$ cat src/rtl/io_pin_conditioner.sv
// io_pin_conditioner: conditions raw asynchronous pad inputs for the io filter.
// Each pin passes through a 2-flop synchronizer and then a run-time programmable
// stability counter. A new level is adopted only after it has been stable for
// db_limit+1 cycles. Output-direction pins are forced low.
// Optional feature macro: IO_COND_CHANGE_LATCH_EN adds sticky per-pin change
// flags with per-pin clear strobes. When the macro is undefined, change_flags
// is tied to zero and change_clr is ignored.
module io_pin_conditioner #(
    parameter int PINS = 16,
    parameter int DB_W = 4
) (
    input  logic            clk,
    input  logic            rst_n,
    input  logic [PINS-1:0] pin_dir,
    input  logic [PINS-1:0] pad_in,
    input  logic [DB_W-1:0] db_limit,
    output logic [PINS-1:0] pin_data_out,
    output logic [PINS-1:0] change_flags,
    input  logic [PINS-1:0] change_clr
);

    logic [PINS-1:0] sync1_r;
    logic [PINS-1:0] sync2_r;
    logic [PINS-1:0] filt_r;
    logic [DB_W-1:0] cnt_r     [PINS];

    logic [PINS-1:0] filt_nxt_s;
    logic [DB_W-1:0] cnt_nxt_s [PINS];
    logic [PINS-1:0] chg_set_s;

    // Two-flop synchronizer on every pad, independent of pin direction.
    always_ff @(posedge clk) begin
        if (!rst_n) begin
            sync1_r <= {PINS{1'b0}};
            sync2_r <= {PINS{1'b0}};
        end else begin
            sync1_r <= pad_in;
            sync2_r <= sync1_r;
        end
    end

    // Per-pin debounce next-state: force output pins low, otherwise count stability.
    always_comb begin
        for (int i = 0; i < PINS; i++) begin
            filt_nxt_s[i] = filt_r[i];
            cnt_nxt_s[i]  = cnt_r[i];
            chg_set_s[i]  = 1'b0;
            if (pin_dir[i]) begin
                filt_nxt_s[i] = 1'b0;
                cnt_nxt_s[i]  = {DB_W{1'b0}};
            end else if (sync2_r[i] == filt_r[i]) begin
                // Level matches the committed value: cancel any pending change.
                cnt_nxt_s[i]  = {DB_W{1'b0}};
            end else if (cnt_r[i] >= db_limit) begin
                // Stable long enough (live limit, so a lowered limit commits at once).
                filt_nxt_s[i] = sync2_r[i];
                cnt_nxt_s[i]  = {DB_W{1'b0}};
                chg_set_s[i]  = 1'b1;
            end else begin
                // cnt stops at db_limit, so this increment never wraps.
                cnt_nxt_s[i]  = cnt_r[i] + DB_W'(1);
            end
        end
    end

    // Debounce state registers; reset aborts any count in progress.
    always_ff @(posedge clk) begin
        if (!rst_n) begin
            filt_r <= {PINS{1'b0}};
            for (int i = 0; i < PINS; i++) begin
                cnt_r[i] <= {DB_W{1'b0}};
            end
        end else begin
            filt_r <= filt_nxt_s;
            for (int i = 0; i < PINS; i++) begin
                cnt_r[i] <= cnt_nxt_s[i];
            end
        end
    end

    assign pin_data_out = filt_r;

`ifdef IO_COND_CHANGE_LATCH_EN
    logic [PINS-1:0] flags_r;

    // Sticky change flags: a commit of a new level sets, strobe clears, set wins.
    always_ff @(posedge clk) begin
        if (!rst_n) begin
            flags_r <= {PINS{1'b0}};
        end else begin
            flags_r <= (flags_r & ~change_clr) | chg_set_s;
        end
    end

    assign change_flags = flags_r;
`else
    logic unused_flag_inputs_s;

    assign change_flags         = {PINS{1'b0}};
    assign unused_flag_inputs_s = ^{change_clr, chg_set_s};
`endif

endmodule

$ cat config.mk
export PLATFORM = sky130hd
export DESIGN_NAME = io_pin_conditioner
export DESIGN_NICKNAME = d
export VERILOG_FILES = /design/src/rtl/io_pin_conditioner.sv
export SDC_FILE = /design/constraint.sdc
export NUM_CORES = 1
export LEC_CHECK = 0
export BUFFER_PORTS_ARGS = -buffer_cell sky130_fd_sc_hd__buf_4
export CAP_MARGIN = 20
export CELL_PAD_IN_SITES_DETAIL_PLACEMENT = 1
export CELL_PAD_IN_SITES_GLOBAL_PLACEMENT = 2
export CORE_MARGIN = 3
export CORE_UTILIZATION = 40
export CTS_CLUSTER_SIZE = 24
export DETAILED_ROUTE_END_ITERATION = 12
export PLACE_DENSITY_LB_ADDON = 0.1
export SYNTH_ARGS = -nofsm -noshare
export SYNTH_HDL_FRONTEND = slang
export SYNTH_SLANG_ARGS = --single-unit
export TNS_END_PERCENT = 50
$ cat constraint.sdc
create_clock -name clk -period 3 [get_ports clk]
set_clock_uncertainty 0.1 [all_clocks]
set_input_delay 0.75 -clock clk [delete_from_list [all_inputs] [get_ports clk]]
set_output_delay 0.75 -clock clk [all_outputs]
set_load 0.01 [all_outputs]
# Yosys cells after proc, flatten, opt, wreduce, memory -nomap -nowiden
# Memory sizes are Yosys's and may differ from the RTL's.
# Index checks and enable logic that the tools add are counted.
# Widths: inputs -> output; s select.
[totals]
out_inout_bits = 32
mem_count = 1
mem_bits_rw = 64
regBits = 48
word_cells = 198
[memory_table]
columns = ["memory", "depth", "width", "read_ports", "rd_ports_with_merged_regs", "write_ports", "line", "source"]
rows = [
  ["cnt_r", 16, 4, 16, 0, 16, "25", "logic [DB_W-1:0] cnt_r [PINS];"],
]
[op_classes]
reduce_logical = 32
n_eq_ne = 16
bitwise = 33
n_lt_le_gt_ge = 16
n_mux = 66
add_sub_neg = 16
[ops]
columns = ["op", "n"]
rows = [
  ["$mux 4", 64],
  ["$add 4x1->4 const B", 16],
  ["$ge 4x4->1", 16],
  ["$reduce_and 2->1", 16],
  ["$reduce_or 2->1", 16],
  ["$not 1->1", 17],
  ["$eq 1x1->1", 16],
  ["$or 1x1->1", 16],
  ["$mux 1", 2],
]

# Longest topological paths before layout
# Gate-level depths: netlist of run 1.
# An unclocked memory read counts as a cell.
[logic_depth]
depth_word = 6
mapped_depth = 6
depth_no_buf = 6

# Least setup slack after synthesis of run 1
# No wires, ideal clock.
[synth_path]
path_type = "input to register"
startpoint = "input port db_limit[1]"
endpoint = "memory cnt_r[2][2] (netlist: cnt_r[0][10])"
required_ps = 2836
arrival_ps = 1974
setup_slack_ps = 862
setup_ps = 64
stages = 5
path_buffers = 0
cell_sequence = "inv_1 ha_1 a2111oi_4 o211ai_2 nor2_1"
[synth_rtl]
columns = ["item", "line", "source"]
rows = [
  ["start, declared", "16", "input logic [DB_W-1:0] db_limit,"],
  ["end, declared", "25", ""],
]

==> results of run 1 <==
## cell usage after synthesis
master / instances / area [um^2]
o21a_1: 16 / 120
buf_4: 16 / 120
inv_1: 35 / 131
nand2b_4: 16 / 220
nor2b_1: 1 / 6.26
and2_1: 32 / 200
xnor2_1: 16 / 140
nand2_1: 16 / 60.1
o31ai_1: 16 / 120
and2b_1: 15 / 113
dfxtp_1: 112 / 2240
nor2_1: 80 / 300
o211ai_1: 16 / 120
clkbuf_1: 5 / 18.8
xor2_1: 32 / 280
a2111oi_4: 16 / 440
conb_1: 1 / 3.75
o211ai_2: 16 / 200
ha_1: 80 / 1000
nand3_1: 16 / 80.1
## layout make-up
class	instances	area, um^2
clock buffer	11	243
timing repair buffer	56	420
tap	180	225
sequential	112	2240
fill	1566	7350
inverter	35	131
clock inverter	5	80.1
multi-input combinational	400	3460
## final timing paths
path	cells after the start	end	slack, ns	from
worst min register to register	1	sync2_r[13]$_SDFF_PN0_	0.33	sync1_r[13]$_SDFF_PN0_
worst max register to register	6	cnt_r[1][10]$_SDFF_PP0_	1.22	cnt_r[1][8]$_SDFF_PP0_
worst min-delay path	1	sync2_r[13]$_SDFF_PN0_	0.33	sync1_r[13]$_SDFF_PN0_
worst max-delay path	7	cnt_r[1][10]$_SDFF_PP0_	0.95	db_limit[1]
## per-layer routing
layer | up-vias | wire length (um) | track usage [%]
met2 | 56 | 5490 | 25.2
met3 | 12 | 460 | 4.43
li1 | 1983 | - | -
met1 | 1860 | 4910 | 17.3
met5 | - | 0 | 0
met4 | 0 | 119 | 3.18
## metrics by stage
stage | util (%) | hold WS [ns] | instances | setup WS (ns)
final | 48.1 | 0.334 | 799 | 0.948
after floorplan | - | 0.312 | 568 | 0.862
after global routing | 48.1 | 0.348 | 799 | 0.829
after global placement | 45.8 | 0.315 | 783 | 0.632
after detailed placement | 45.8 | 0.321 | 783 | 0.552
after CTS | 48.1 | 0.339 | 799 | 0.932
## logic make-up (layout without fill, tap and decap cells)
| family | Yosys count | count (layout) |
|---|---|---|
| flip-flops | 112 | 112 |
| AND/OR/NAND/NOR | 176 | 176 |
| adder cells (fa/ha/maj) | 80 | 80 |
| buffers and inverters | 56 | 107 |
| other | 1 | 16 |
| XOR/XNOR | 48 | 48 |
| AO/OA/AOI/OAI | 80 | 80 |
## flip-flops by register name (all words and copies together) (netlist names)
register and count:
cnt_r 64, sync1_r 16, pin_data_out 16, sync2_r 16
## power by group through the flow
stage	sequential, mW	clock (mW)	combinational (mW)
after global routing	1.53	1.40	0.323
final	1.52	1.30	0.288
after CTS	1.52	1.35	0.296
after detailed placement	1.56	0	0.294
after global placement	1.56	0	0.283
after floorplan	1.56	0	0.225
==> out/qor.txt, run 1 <==
Status: completed
Seq pwr share: 49.0%
Worst Path Max Fanout: 16
Layout Nets: 748
Final Hold Fails: 0
Sw Share: 22.5%
Post-cts sizing count: 0
Initial drt markers: 126
Share of layout cells above drive strength 1: 19.2%
TritonCTS Buffers: 9
Final Cell Area: 0.00680 mm^2
Synth unique cells: 20
RSZ-0062 raised after global routing: no
Slowest CP cell: a2111oi_4
Synth Area in Adders: 16.9%
Global-route wire length before repair: 19000 um
Startpoint Class: primary input
Area after DPL: 0.00648 mm^2
Postcts setup bufs: 0
GRT Total Usage: 14.4%
Mux cell area share after synthesis: 0%
Die width: 128 um
Comb pwr share: 9.3%
Clk network pwr share: 41.8%
Post-Syn Area: 0.00592 mm^2
Max_cap viols: 0
Yosys Warn Count: 0
Max-slew violations: 0
CP Class: in2reg
Syn avg cell area: 10.7 um^2
Most frequent cells in the layout: 112 x dfxtp_1, 80 x nor2_1, 80 x ha_1
Net Switching: 0.699 mW
Cell leakage power: 3.00 nW
DRC viols: 0
Simple-Gate Fraction of Synth Area: 16.6%
Crit-path cells: buf_4, inv_1, buf_4, ha_1, a2111oi_4, o211ai_2, nor2_1
IO Port Bufs: 53
XOR/XNOR share of the synthesized area: 7.10%
CTS clk-pin slew, worst paths: 0.07 ns
Worst hold path type: reg2reg
H-tree Lvls: 3
Die area: 0.0163 mm^2
IO Pins: 86
RePlAce Congestion: 0.741
Core ar.: 0.0141 mm^2
# rows: 43
Worst-Skew Late Latency: 0.35 ns
CTS tree: yes
Post-DRT Antenna Nets: 0
Largest family of logic cells by synthesized area: compound AO/OA/AOI/OAI gates
Drt via density: 4.89
Clock Path Buffers: 2
Critical Path RT: 3.19 ns
Global route overflow: 0
FF+latch count, synth: 112
Critical path's top delay family: compound AO/OA/AOI/OAI gates
Root Driver: clkbuf_16
Initial antenna violation count: 0
Largest net degree at the start of global routing: 49
Setup TNS: 0 ns
WP buf/inv: 3
Final Setup Violations: 0
Compound-Gate Fraction of Synth Area: 16.9%
Most common cell after layout, fill and taps aside: dfxtp_1
Most common cell on crit path: buf_4
Vias in the first global route: 4100
Clk sink count: 112
Final period util: 68.4%
Seq/Total Area, Yosys: 37.9%
Number of vias in the routed layout: 3911
CP max stage delay: 0.40 ns
Total Wirelength: 11000 um
DR WL/cell: 13.7 um
Initial Utilization: 41.8%
Cts hold-fix bufs: 0
P_int: 2.41 mW
Router iterations before antenna repair: 4
CP Data Arrival Time: 2.24 ns
Total Power: 3.11 mW
Highest Clock Rate: 0.487 GHz
Ant. Diodes: 0
Cells after Synth: 553
Area Growth Syn to Fin: 15.0%
Critical Path End Type: flop
Hpwl dp: 8180 um
Die Span Y: 128 um
Fin crit period: 2.05 ns
Power per Cell Area: 457 mW/mm^2
Maximum VDD drop: 0.309 mV
Power figures use the tool's default switching activity.
==> run 2: changes to the inputs <==
--- a/config.mk
+++ b/config.mk
@@ -5,12 +5,13 @@
 export SDC_FILE = /design/constraint.sdc
 export NUM_CORES = 1
 export LEC_CHECK = 0
+export ABC_AREA = 1
 export BUFFER_PORTS_ARGS = -buffer_cell sky130_fd_sc_hd__buf_4
 export CAP_MARGIN = 20
 export CELL_PAD_IN_SITES_DETAIL_PLACEMENT = 1
 export CELL_PAD_IN_SITES_GLOBAL_PLACEMENT = 2
 export CORE_MARGIN = 3
-export CORE_UTILIZATION = 40
+export CORE_UTILIZATION = 30
 export CTS_CLUSTER_SIZE = 24
 export DETAILED_ROUTE_END_ITERATION = 12
 export PLACE_DENSITY_LB_ADDON = 0.1
==> constraint.sdc (replaced) <==
create_clock -name clk -period 1.7 [get_ports clk]
set_clock_uncertainty 0.1 [all_clocks]
set_input_delay 0.425 -clock clk [delete_from_list [all_inputs] [get_ports clk]]
set_output_delay 0.425 -clock clk [all_outputs]
set_load 0.01 [all_outputs]
==> out/qor.txt, run 2 <==
Met1 GRT Util: 15.4% (was 17.3%)
Cell Count, Final, Fillers Out: 1080 (was 799)
Initial Utilization: 31.0% (was 41.8%)
Gr busiest metal: met2 (unchanged)
Cells after Synth: 750 (was 553)
Vias in the first global route: 4851 (was 4100)
Met2 Use GR: 23.0% (was 25.2%)
Status: completed (unchanged)
Maximum VDD drop: 0.430 mV (was 0.309 mV)
Most common cell after layout, fill and taps aside: inv_1 (was dfxtp_1)
Total Wirelength: 13200 um (was 11000 um)
Cts hold-fix bufs: 0 (unchanged)
FF+latch count, synth: 112 (unchanged)
Max_cap viols: 0 (unchanged)
Most frequent cells in the layout: 150 x inv_1, 128 x nand2_1, 112 x dfxtp_1 (was 112 x dfxtp_1, 80 x nor2_1, 80 x ha_1)
Clk sink count: 112 (unchanged)
Drt via density: 4.29 (was 4.89)
Core ar.: 0.0190 mm^2 (was 0.0141 mm^2)
Launching point of the worst reg2reg path: cnt_r[1][19]$_SDFF_PP0_ (was cnt_r[1][8]$_SDFF_PP0_)
CTS tree: yes (unchanged)
Highest Clock Rate: 0.652 GHz
Worst hold path type: in2reg (was reg2reg)
Worst Path Max Fanout: 16 (unchanged)
Final period util: 90.2%
Routing usage on met3: 3.48% (was 4.43%)
Reg2Reg Depth: 4 (was 6)
Die Span Y: 146 um (was 128 um)
Top FF cell, synth: dfxtp_1 (unchanged)
Worst setup endpoint: cnt_r[1][19]$_SDFF_PP0_ (was cnt_r[1][10]$_SDFF_PP0_)
Global route overflow: 0 (unchanged)
RePlAce Congestion: 0.764 (was 0.741)
H-tree Lvls: 3 (unchanged)
Post-synth top cells: 151 x inv_1, 128 x nand2_1, 112 x dfxtp_1 (was 112 x dfxtp_1, 80 x ha_1, 80 x nor2_1)
# rows: 50 (was 43)
Hpwl dp: 9930 um (was 8180 um)
Router iterations before antenna repair: 4 (unchanged)
Largest net degree at the start of global routing: 33 (was 49)
Startpoint Class: primary input (unchanged)
Top cell type's share of synthesized area: 38.0% (was 37.9%)
Initial drt markers: 77 (was 126)
Worst-Skew Late Latency: 0.35 ns (about the same)
GRT Total Usage: 12.9% (was 14.4%)
Postcts setup bufs: 0 (unchanged)
IO Port Bufs: 53 (unchanged)
Synth unique cells: 18 (was 20)
Util after Layout: 36.5% (was 48.1%)
Number of synthesized flops with an enable pin: 0 (unchanged)
IO Pins: 86 (unchanged)
Max-slew violations: 0 (unchanged)
Root Driver: clkbuf_16 (unchanged)
Post-DRT Antenna Nets: 0 (unchanged)
RSZ-0062 raised after global routing: no (unchanged)
Post-Place Cells: 1063 (was 783)
CTS clk-pin slew, worst paths: 0.08 ns (was 0.07 ns)
Share of layout cells above drive strength 1: 11.2% (was 19.2%)
Clock Path Buffers: 2 (unchanged)
Area contributors post-synth: dfxtp_1 38%, ha_1 17%, inv_1 9.6% (was dfxtp_1 38%, ha_1 17%, a2111oi_4 7.4%)
Power per Cell Area: 798 mW/mm^2 (was 457 mW/mm^2)
TritonCTS Buffers: 9 (unchanged)
Global-route wire length before repair: 22500 um (was 19000 um)
Yosys Warn Count: 0 (unchanged)
Area Growth Syn to Fin: 17.8% (was 15.0%)
Die width: 146 um (was 128 um)
CP Data Arrival Time: 1.72 ns (was 2.24 ns)
Post-Syn Area: 0.00590 mm^2 (was 0.00592 mm^2)
Max reg flops: 64 (unchanged)
Cell leakage power: 3.51 nW (was 3.00 nW)
Reg2Reg Setup Slack: 0.30 ns (was 1.22 ns)
Syn avg cell area: 7.86 um^2 (was 10.7 um^2)
CP Class: in2reg (unchanged)
Worst R2R End: cnt_r[1][19]$_SDFF_PP0_ (was cnt_r[1][10]$_SDFF_PP0_)
Die area: 0.0214 mm^2 (was 0.0163 mm^2)
Critical Path End Type: flop (unchanged)
Post-cts sizing count: 0 (unchanged)
Final Hold Fails: 0 (unchanged)
Initial antenna violation count: 0 (unchanged)
Fin crit period: 1.53 ns
Final Setup Violations: 0 (unchanged)
Critical Path RT: 1.89 ns (was 3.19 ns)
Layout Nets: 948 (was 748)
Count leader, synth: inv_1 (was dfxtp_1)
Largest Register: cnt_r (unchanged)
DRC viols: 0 (unchanged)
Number of vias in the routed layout: 4629 (was 3911)
Seq/Total Area, Yosys: 38.0% (was 37.9%)
Worst Setup SP: db_limit[3] (was db_limit[1])
Synth area leader: dfxtp_1 (unchanged)
DR WL/cell: 12.2 um (was 13.7 um)
Fraction of registers with async set/reset: 0% (unchanged)
run 2: changes by cell type in the layout (fill, tap and decap cells not counted), moves of 24 or more:
cell     delta
nand2_1   +112
inv_1     +115
nor2_1     +30
nand4_1    +24
and2_1     -32
run 2: cell type report:
class / count / area (um^2)
diodes: 1 / 2.50
clock buffers: 10 / 229
clock inverters: 6 / 90.1
fillers: 2368 / 12100
inverters: 152 / 574
multi-input cells: 480 / 2990
flip-flops and latches: 112 / 2240
well taps: 260 / 325
repair buffers: 59 / 493
run 2: routing by layer:
metal  part of all wire [%]  vias to the layer above
li1                       -                     2403
met1                     46                     2165
met2                     50                       53
met3                    3.4                        8
met4                   0.88                        0
met5                      0                        -
run 2: power by group:
group          leakage (nW)  switching [mW]  internal (mW)
Sequential            0.910          0.0361           2.68
Combinational          2.44           0.295          0.229
Clock                 0.153            1.01           1.30
Total                  3.51            1.34           4.21
run 2: kinds of logic (layout without fill, tap and decap cells):
kind of cell	count (synthesis)	in the layout	synth area share, %
buffers and inverters	173	227	12.2
adder cells (fa/ha/maj)	80	80	17.0
AO/OA/AOI/OAI	16	16	1.36
XOR/XNOR	48	48	7.13
other	1	17	0.0636
flip-flops	112	112	38.0
AND/OR/NAND/NOR	320	320	24.2
run 2: per-stage QoR:
| step | setup TNS, ns | hold WS, ns | power, mW | setup slack (ns) | instance area, um^2 |
|---|---|---|---|---|---|
| 2_1_floorplan | 0 | 0.290 | 3.11 | 0.0304 | 5960 |
| 3_3_place_gp | -7.47 | 0.294 | 3.28 | -0.162 | 6630 |
| 3_5_place_dp | -11.00 | 0.299 | 3.31 | -0.216 | 6630 |
| 4_1_cts | 0 | 0.125 | 5.69 | 0.179 | 6940 |
| 5_1_grt | 0 | 0.133 | 5.86 | 0.0817 | 6940 |
| 6_report | 0 | 0.146 | 5.54 | 0.167 | 6950 |
run 2: worst max-delay path, stage by stage:
cell and delay (ns):
buf_4 0.09, clkinvlp_4 0.08, buf_12 0.16, ha_1 0.34
a21oi_1 0.26, nand4_1 0.22, nor2_1 0.13
run 2: worst min-delay path by stage:
stage / startpoint / endpoint / slack (ns) / depth (start not counted)
final: pad_in[3] / sync1_r[3]$_SDFF_PN0_ / 0.15 / 3
after floorplan: sync1_r[0]$_SDFF_PN0_ / sync2_r[0]$_SDFF_PN0_ / 0.29 / 2
after global routing: pad_in[13] / sync1_r[13]$_SDFF_PN0_ / 0.13 / 3
after CTS: pad_in[3] / sync1_r[3]$_SDFF_PN0_ / 0.13 / 3
after global placement: sync1_r[4]$_SDFF_PN0_ / sync2_r[4]$_SDFF_PN0_ / 0.29 / 2
after detailed placement: sync1_r[8]$_SDFF_PN0_ / sync2_r[8]$_SDFF_PN0_ / 0.30 / 2
